[config.mk]
export PLATFORM = sky130hd
export DESIGN_NAME = uart_rx_fsm
export DESIGN_NICKNAME = d
export VERILOG_FILES = /design/src/rtl/uart_rx_fsm.sv
export SDC_FILE = /design/constraint.sdc
export NUM_CORES = 1
export LEC_CHECK = 0
export ABC_AREA = 1
export CAP_MARGIN = 20
export CELL_PAD_IN_SITES_DETAIL_PLACEMENT = 0
export CELL_PAD_IN_SITES_GLOBAL_PLACEMENT = 1
export CORE_ASPECT_RATIO = 1.5
export CORE_MARGIN = 2
export CORE_UTILIZATION = 42
export CTS_BUF_LIST = sky130_fd_sc_hd__clkbuf_8 sky130_fd_sc_hd__clkbuf_16
export CTS_CLUSTER_SIZE = 30
export DETAILED_ROUTE_END_ITERATION = 7
export GPL_ROUTABILITY_DRIVEN = 0
export MAX_ROUTING_LAYER = met4
export PLACE_DENSITY = 0.77
export SYNTH_ARGS = -nofsm -noshare
export SYNTH_HDL_FRONTEND = slang
export SYNTH_SLANG_ARGS = --single-unit
[constraint.sdc]
create_clock -name clk -period 1.8 [get_ports clk]
set_input_delay 0.27 -clock clk [delete_from_list [all_inputs] [get_ports clk]]
set_output_delay 0.27 -clock clk [all_outputs]
set_load 0.1 [all_outputs]
[src/rtl/uart_rx_fsm.sv]
// 8N1 UART receiver: synchronizes rx_in, finds the start bit, samples each bit
// at mid-period LSB first and reports a good byte or a framing error.
module uart_rx_fsm #(
  parameter int CLK_PER_BIT       = 5208,
  parameter int DATA_BITS         = 8,
  parameter int CLK_COUNTER_WIDTH = $clog2(CLK_PER_BIT)
) (
  input  logic                 clk,
  input  logic                 rst,
  input  logic                 rx_in,
  output logic [DATA_BITS-1:0] data_out,
  output logic                 data_valid,
  output logic                 framing_err,
  output logic                 busy
);

  localparam int IDX_WIDTH = $clog2(DATA_BITS + 1);
  localparam logic [CLK_COUNTER_WIDTH-1:0] HALF_M1 = CLK_COUNTER_WIDTH'(CLK_PER_BIT / 2 - 1);
  localparam logic [CLK_COUNTER_WIDTH-1:0] BIT_M1  = CLK_COUNTER_WIDTH'(CLK_PER_BIT - 1);
  localparam logic [IDX_WIDTH-1:0]         IDX_LAST = IDX_WIDTH'(DATA_BITS - 1);

  typedef enum logic [1:0] {IDLE, START, DATA, STOP} state_t;

  state_t                       state;
  logic                         rx_meta;
  logic                         rx_s;
  logic                         rx_prev;
  logic [1:0]                   settle;
  logic [CLK_COUNTER_WIDTH-1:0] cnt;
  logic [IDX_WIDTH-1:0]         idx;
  logic [DATA_BITS-1:0]         shreg;

  // The synchronizer holds its reset value for two cycles, so rx_prev ignores it
  // until real line samples arrive; a line held low through reset cannot fake a start.
  always_ff @(posedge clk) begin
    if (rst) begin
      rx_meta <= 1'b1;
      rx_s    <= 1'b1;
      rx_prev <= 1'b0;
      settle  <= 2'd0;
    end else begin
      rx_meta <= rx_in;
      rx_s    <= rx_meta;
      if (settle != 2'd2) settle <= settle + 2'd1;
      rx_prev <= (settle == 2'd2) ? rx_s : 1'b0;
    end
  end

  always_ff @(posedge clk) begin
    if (rst) begin
      state       <= IDLE;
      cnt         <= '0;
      idx         <= '0;
      shreg       <= '0;
      data_out    <= '0;
      data_valid  <= 1'b0;
      framing_err <= 1'b0;
      busy        <= 1'b0;
    end else begin
      data_valid  <= 1'b0;
      framing_err <= 1'b0;
      case (state)
        IDLE: begin
          busy <= 1'b0;
          cnt  <= '0;
          idx  <= '0;
          if (rx_prev && !rx_s) begin
            state <= START;
            busy  <= 1'b1;
          end
        end
        START: begin
          if (cnt == HALF_M1) begin
            cnt <= '0;
            idx <= '0;
            if (!rx_s) begin
              state <= DATA;
            end else begin
              state <= IDLE;
              busy  <= 1'b0;
            end
          end else begin
            cnt <= cnt + CLK_COUNTER_WIDTH'(1);
          end
        end
        DATA: begin
          if (cnt == BIT_M1) begin
            cnt   <= '0;
            shreg <= {rx_s, shreg[DATA_BITS-1:1]};
            if (idx == IDX_LAST) begin
              idx   <= '0;
              state <= STOP;
            end else begin
              idx <= idx + IDX_WIDTH'(1);
            end
          end else begin
            cnt <= cnt + CLK_COUNTER_WIDTH'(1);
          end
        end
        STOP: begin
          // Returning to IDLE at mid-stop-bit lets a back-to-back start bit be caught.
          if (cnt == BIT_M1) begin
            cnt   <= '0;
            busy  <= 1'b0;
            state <= IDLE;
            if (rx_s) begin
              data_out   <= shreg;
              data_valid <= 1'b1;
            end else begin
              framing_err <= 1'b1;
            end
          end else begin
            cnt <= cnt + CLK_COUNTER_WIDTH'(1);
          end
        end
        default: begin
          state <= IDLE;
          cnt   <= '0;
          idx   <= '0;
          busy  <= 1'b0;
        end
      endcase
    end
  end

endmodule

==> impl_metrics.env, run 1 <==
export IMPL_status="finished clean"
export IMPL_n_antenna_cell=0
export IMPL_worstSetupStartpointType="flop"
export IMPL_hold_depth=1
export IMPL_insertion_delay_ns=0.30
export IMPL_critical_path_arrival_ns=1.78
export IMPL_finalNetCount=269
export IMPL_num_vias=1519
export IMPL_placed_cell_area_um2=2050
export IMPL_max_freq_ghz=0.651
export IMPL_cts_tree="done"
export IMPL_dp_hpwl_mm=2.72
export IMPL_vias_per_cell=4.87
export IMPL_finalInstanceArea_um2=2140
export IMPL_r2r_cells=8
export IMPL_drtPass1Iterations=4
export IMPL_required_ns=2.04
export IMPL_clock_skew_ns=0.00584
export IMPL_end_kind="flop"
export IMPL_cts_sinks=43
export IMPL_cts_max_path_buffers=2
export IMPL_cts_made_buffers=5
export IMPL_wl_per_cell_um=11.7
export IMPL_track_usage=0.167
export IMPL_ios=14
export IMPL_grt_pass1_vias=1402
export IMPL_reg2reg_to="data_out[4]"
export IMPL_utilization=0.479
export IMPL_final_max_slew_viol_count=0
export IMPL_drc=0
export IMPL_dieHeight_um=86.7
export IMPL_seq_area_frac_synth=0.450
export IMPL_path_max_fanout=10
export IMPL_relSlewSlack=0.672
export IMPL_ys_top_cells_by_area="dfxtp_1, nor2_1, inv_1, o21ai_0, nand2_1"
export IMPL_synth_distinct_cells=29
export IMPL_peakVddDrop_v=0.000419
export IMPL_place_inst=304
export IMPL_io_buffers=13
export IMPL_hold_buffers=0
export IMPL_p_per_area_nw_per_um2=863
export IMPL_min_path_type="flop to flop"
export IMPL_setup_reg_to_reg_worst_slack_ns=0.26
export IMPL_grtUsageMet3=0.0403
export IMPL_antenna_found_initial=0
export IMPL_top_usage_layer="met2"
export IMPL_ant_nets=0
export IMPL_max_cap_violations=0
export IMPL_setup_viol_count_final=0
export IMPL_gr_usage_met2=0.285
export IMPL_fin_crit_sh=0.853
export IMPL_power_leakage_nw=0.891
export IMPL_grt_pass1_wl_mm=6.27
export IMPL_yosys_warnings=0
export IMPL_drive_gt1_frac=0.155
export IMPL_gr_total_overflow=0
export IMPL_grt_max_degree=20
export IMPL_dieWidth_um=59.1
export IMPL_drt_wl_total_mm=3.67
export IMPL_hold_viol=0
export IMPL_first_iter_violations=79
export IMPL_area_growth_pct=11.9
export IMPL_synthCells=247
export IMPL_synth_nets=253
export IMPL_tightest_slew_ns=0.491
export IMPL_clk_pin_slew_worst_paths_ns=0.09
export IMPL_worstHoldStart="rx_meta"
export IMPL_worstSetupPathType="flop to flop"
export IMPL_stdcell_count=312
export IMPL_rows=30
export IMPL_syn_avg_cell_area_um2=7.75
export IMPL_layout_min_cycle_time_ns=1.54
export IMPL_yosysTopAreaCell="dfxtp_1"
export IMPL_synth_seq_cells=43
export IMPL_start_util=0.428
export IMPL_dp_slack_ns=0.207
export IMPL_rr_startpoint="cnt[0]"
export IMPL_htree_levels=2
export IMPL_fin_tns_setup_ns=0
export IMPL_yosysTopAreaCellShare=0.450
export IMPL_layout_setup_ws_ns=0.264
export IMPL_dieArea_um2=5120
export IMPL_syn_cell_area_um2=1910
export IMPL_core_area_um2=4470
export IMPL_grtUsageMet1=0.179
export IMPL_hold_end="rx_s"
export IMPL_clockRootBuffer="clkbuf_8"
export IMPL_rsz0062_at_grt="no"
-- Yosys cell counts (all sizes together) --
library cell	instances
nand3	12
or2	2
xnor2	2
clkbuf	1
xor2	6
a21oi	12
nor2	52
nand4	5
and3	1
o21ai	23
buf	5
nor3	12
nor3b	4
nand2	33
inv	30
o21bai	1
ha	3
dfxtp	43
-- cell usage in the layout, fill, tap and decap left out, types with 4 or more instances in the layout --
master / instances
nor2_1: 47
dfxtp_1: 43
inv_1: 28
nand2_1: 27
o21ai_0: 21
buf_4: 13
a21oi_1: 12
nor3_1: 11
nand3_1: 9
xor2_1: 6
nand4_1: 5
clkbuf_8: 5
nand2_4: 4
-- cell type report --
class | instances | area (µm²)
sequential | 43 | 861
inverter | 30 | 113
clock inverter | 3 | 23.8
timing repair buffer | 15 | 118
tap | 48 | 60.1
fill | 482 | 2330
clock buffer | 5 | 68.8
multi-input combinational | 168 | 897
-- how the worst max path moves through the flow --
stage | from | endpoint | cells after the start
2_1_floorplan | cnt[0] | cnt[11] | 9
3_3_place_gp | cnt[0] | cnt[12] | 8
3_5_place_dp | rst | settle[1] | 4
4_1_cts | cnt[0] | cnt[12] | 8
5_1_grt | cnt[0] | cnt[12] | 8
6_report | cnt[0] | data_out[4] | 8
-- cell families after synthesis --
logic type               count (synthesis)  synth area share
AND/OR/NAND/NOR                        121             0.316
flip-flops                              43             0.450
AO/OA/AOI/OAI                           36            0.0955
buffers and inverters                   36            0.0824
XOR/XNOR                                 8            0.0366
adder cells (fa/ha/maj)                  3            0.0196
-- sequential cells by signal, indices dropped and copies added (netlist names), named ones only --
| register | cells |
|---|---|
| shreg | 8 |
| busy | 1 |
| rx_prev | 1 |
| data_out | 8 |
| rx_s | 1 |
| framing_err | 1 |
| data_valid | 1 |
| idx | 4 |
| settle | 2 |
| state | 1 |
| rx_meta | 1 |
| cnt | 13 |
-- worst max-delay path, stage by stage (launching register included) --
cell	delay (ns)
dfxtp_1	0.36
ha_1	0.25
nand3_2	0.13
nor2_4	0.16
nand3_2	0.11
nor2_2	0.10
buf_4	0.16
o21ai_0	0.08
a21oi_1	0.13
-- metrics by stage --
step | hold slack, ns | power, mW
floorplan | 0.374 | 1.19
global placement | 0.395 | 1.24
detailed placement | 0.399 | 1.24
CTS | 0.419 | 1.88
global route | 0.424 | 1.95
finish | 0.414 | 1.85
-- routing by layer --
layer  part of all wire  up-vias
met4              0.020        0
met1               0.45      675
met3              0.019        6
li1                   -      824
met2               0.51       14
met5                  0        -
-- report_power, final --
| group | internal (mW) | switching (mW) |
|---|---|---|
| clock | 0.277 | 0.351 |
| sequential | 0.986 | 0.0194 |
| combinational | 0.0671 | 0.146 |
| total | 1.33 | 0.517 |
-- timing repair --
action,4_1_cts,5_1_grt
resized for setup,0,1
setup endpoints to repair,0,1
buffers inserted,0,0
No activity file was read; power rests on OpenSTA's default activity.
==> run 2: changes to the inputs <==
- CORE_MARGIN: 2 -> 1
==> run 2 against run 1 <==
  * Register-to-register slack about the same
  * Setup slack better by 0.012 ns
  * Worst hold slack better by 0.0021 ns
  * Critical endpoint is now state[0]
==> impl_metrics.env, run 2 (synthesis results as in run 1) <==
export IMPL_worstPathCellList="ha_1, nand3_2, nor2_4, nand2_4, nand2_4, nand2_4, o21ai_1, nand2_1, nor2_1"
export IMPL_cts_sinks=43
export IMPL_vias_per_cell=4.92
export IMPL_end_kind="flop"
export IMPL_wl_met2_mm=1.83
export IMPL_path_max_fanout=8
export IMPL_setup_viol_count_final=0
export IMPL_cts_max_path_buffers=2
export IMPL_grt_pass1_vias=1450
export IMPL_htree_levels=2
export IMPL_final_cell_mix="nor2_1, dfxtp_1, inv_1"
export IMPL_power_mw=1.84
export IMPL_crit_top_cell="nand2_4"
export IMPL_worstSetupPathType="flop to flop"
export IMPL_max_cap_violations=0
export IMPL_insertion_delay_ns=0.30
export IMPL_cts_made_buffers=5
export IMPL_finalNetCount=270
export IMPL_rows=29
export IMPL_cts_tree="done"
export IMPL_dieWidth_um=57.1
export IMPL_final_max_slew_viol_count=0
export IMPL_fin_crit_sh=0.847
export IMPL_largest_register="cnt"
export IMPL_clockRootBuffer="clkbuf_8"
export IMPL_drtPass1Iterations=4
export IMPL_p_per_area_nw_per_um2=859
export IMPL_crit_start="cnt[0]"
export IMPL_clock_skew_ns=0.0142
export IMPL_routed_wl_met3_um=70
export IMPL_dieHeight_um=84.7
export IMPL_cp_num_buf_inv=0
export IMPL_cp_slowest_cell="dfxtp_1"
export IMPL_cp_num_cells=9
export IMPL_antenna_found_initial=0
export IMPL_dp_hpwl_mm=2.61
export IMPL_ant_nets=0
export IMPL_drt_wl_total_mm=3.56
export IMPL_tightest_slew_ns=0.328
export IMPL_layout_min_cycle_time_ns=1.52
export IMPL_io_buffers=13
export IMPL_largest_reg_flops=13
export IMPL_core_area_um2=4280
export IMPL_required_ns=2.04
export IMPL_ios=14
export IMPL_area_growth_pct=12.1
export IMPL_start_util=0.447
export IMPL_grt_pass1_wl_mm=6.39
export IMPL_num_vias=1530
export IMPL_crit_path_end="state[0]"
export IMPL_drc=0
export IMPL_peakVddDrop_v=0.000423
export IMPL_top_regs="cnt: 13 flops, data_out: 8 flops, shreg: 8 flops"
export IMPL_gr_total_overflow=0
export IMPL_track_usage=0.174
export IMPL_dieArea_um2=4830
export IMPL_max_freq_ghz=0.656
export IMPL_hold_viol=0
export IMPL_n_antenna_cell=0
export IMPL_reg2reg_to="state[0]"
export IMPL_post_cts_buffers=0
export IMPL_top_layer="met4"
export IMPL_min_path_type="flop to flop"
export IMPL_drt_met1_wl_mm=1.61
export IMPL_power_leakage_nw=0.899
export IMPL_fin_tns_setup_ns=0
export IMPL_crit_path_max_incr_delay_ns=0.35
export IMPL_setup_reg_to_reg_worst_slack_ns=0.28
export IMPL_rr_startpoint="cnt[0]"
export IMPL_first_iter_violations=34
export IMPL_worstSetupStartpointType="flop"
export IMPL_final_common_cell="nor2_1"
export IMPL_status="finished clean"
export IMPL_crit_family="simple AND/OR/NAND/NOR gates"
export IMPL_cts_resized=0
export IMPL_grt_max_degree=20
export IMPL_wl_per_cell_um=11.4
export IMPL_critical_path_arrival_ns=1.76
export IMPL_clk_pin_slew_worst_paths_ns=0.08
export IMPL_drive_gt1_frac=0.155
export IMPL_rsz0062_at_grt="no"
export IMPL_hold_buffers=0
export IMPL_relSlewSlack=0.781
export IMPL_r2r_cells=9
[run 2: cell types whose count changed in the layout (fill, tap and decap cells not counted)]
| cell | delta |
|---|---|
| nor2_2 | -1 |
| buf_4 | +1 |
| clkinvlp_4 | -1 |
| nor2_1 | +1 |
| inv_6 | -1 |
| clkinv_4 | +2 |
[run 2: area by class of cell]
type,instances,area (µm²)
fillers,445,2140
clock buffers,5,68.8
repair buffers,16,125
multi-input cells,168,895
clock inverters,3,25.0
flip-flops and latches,43,861
inverters,30,113
well taps,46,57.6
[run 2: power breakdown]
| group | internal (mW) | switching (mW) |
|---|---|---|
| clock network | 0.277 | 0.347 |
| registers | 0.986 | 0.0179 |
| logic | 0.0676 | 0.147 |
| total | 1.33 | 0.512 |
[run 2: worst register-to-register path, cell delays in order, from the launching register on]
cell and delay (ns):
dfxtp_1 0.35, ha_1 0.23, nand3_2 0.13, nor2_4 0.16, nand2_4 0.11, nand2_4 0.11
nand2_4 0.07, o21ai_1 0.16, nand2_1 0.07, nor2_1 0.08
[run 2: how the worst min path moves through the flow]
stage,startpoint,to,slack (ns),cells after the start
floorplan,rx_in,rx_meta,0.37,1
global route,rx_meta,rx_s,0.43,1
CTS,rx_meta,rx_s,0.42,1
finish,rx_meta,rx_s,0.42,1
global placement,rx_meta,rx_s,0.40,1
detailed placement,rx_meta,rx_s,0.41,1
[run 2: metal layers]
metal  vias up  global-route usage
met1       687               0.194
li1        824                   -
met4         0              0.0599
met5         -                   -
met2        13               0.305
met3         6              0.0324
[run 2: per-stage QoR]
stage / setup WS, ns / util / instance area (µm²) / std cells / hold WS (ns)
5_1_grt: 0.0711 / 0.501 / 2140 / 311 / 0.433
2_1_floorplan: 0.398 / - / 1910 / 247 / 0.374
6_report: 0.276 / 0.501 / 2140 / 311 / 0.416
3_5_place_dp: 0.287 / 0.479 / 2050 / 303 / 0.408
4_1_cts: 0.264 / 0.501 / 2140 / 311 / 0.422
3_3_place_gp: 0.302 / 0.479 / 2050 / 303 / 0.403
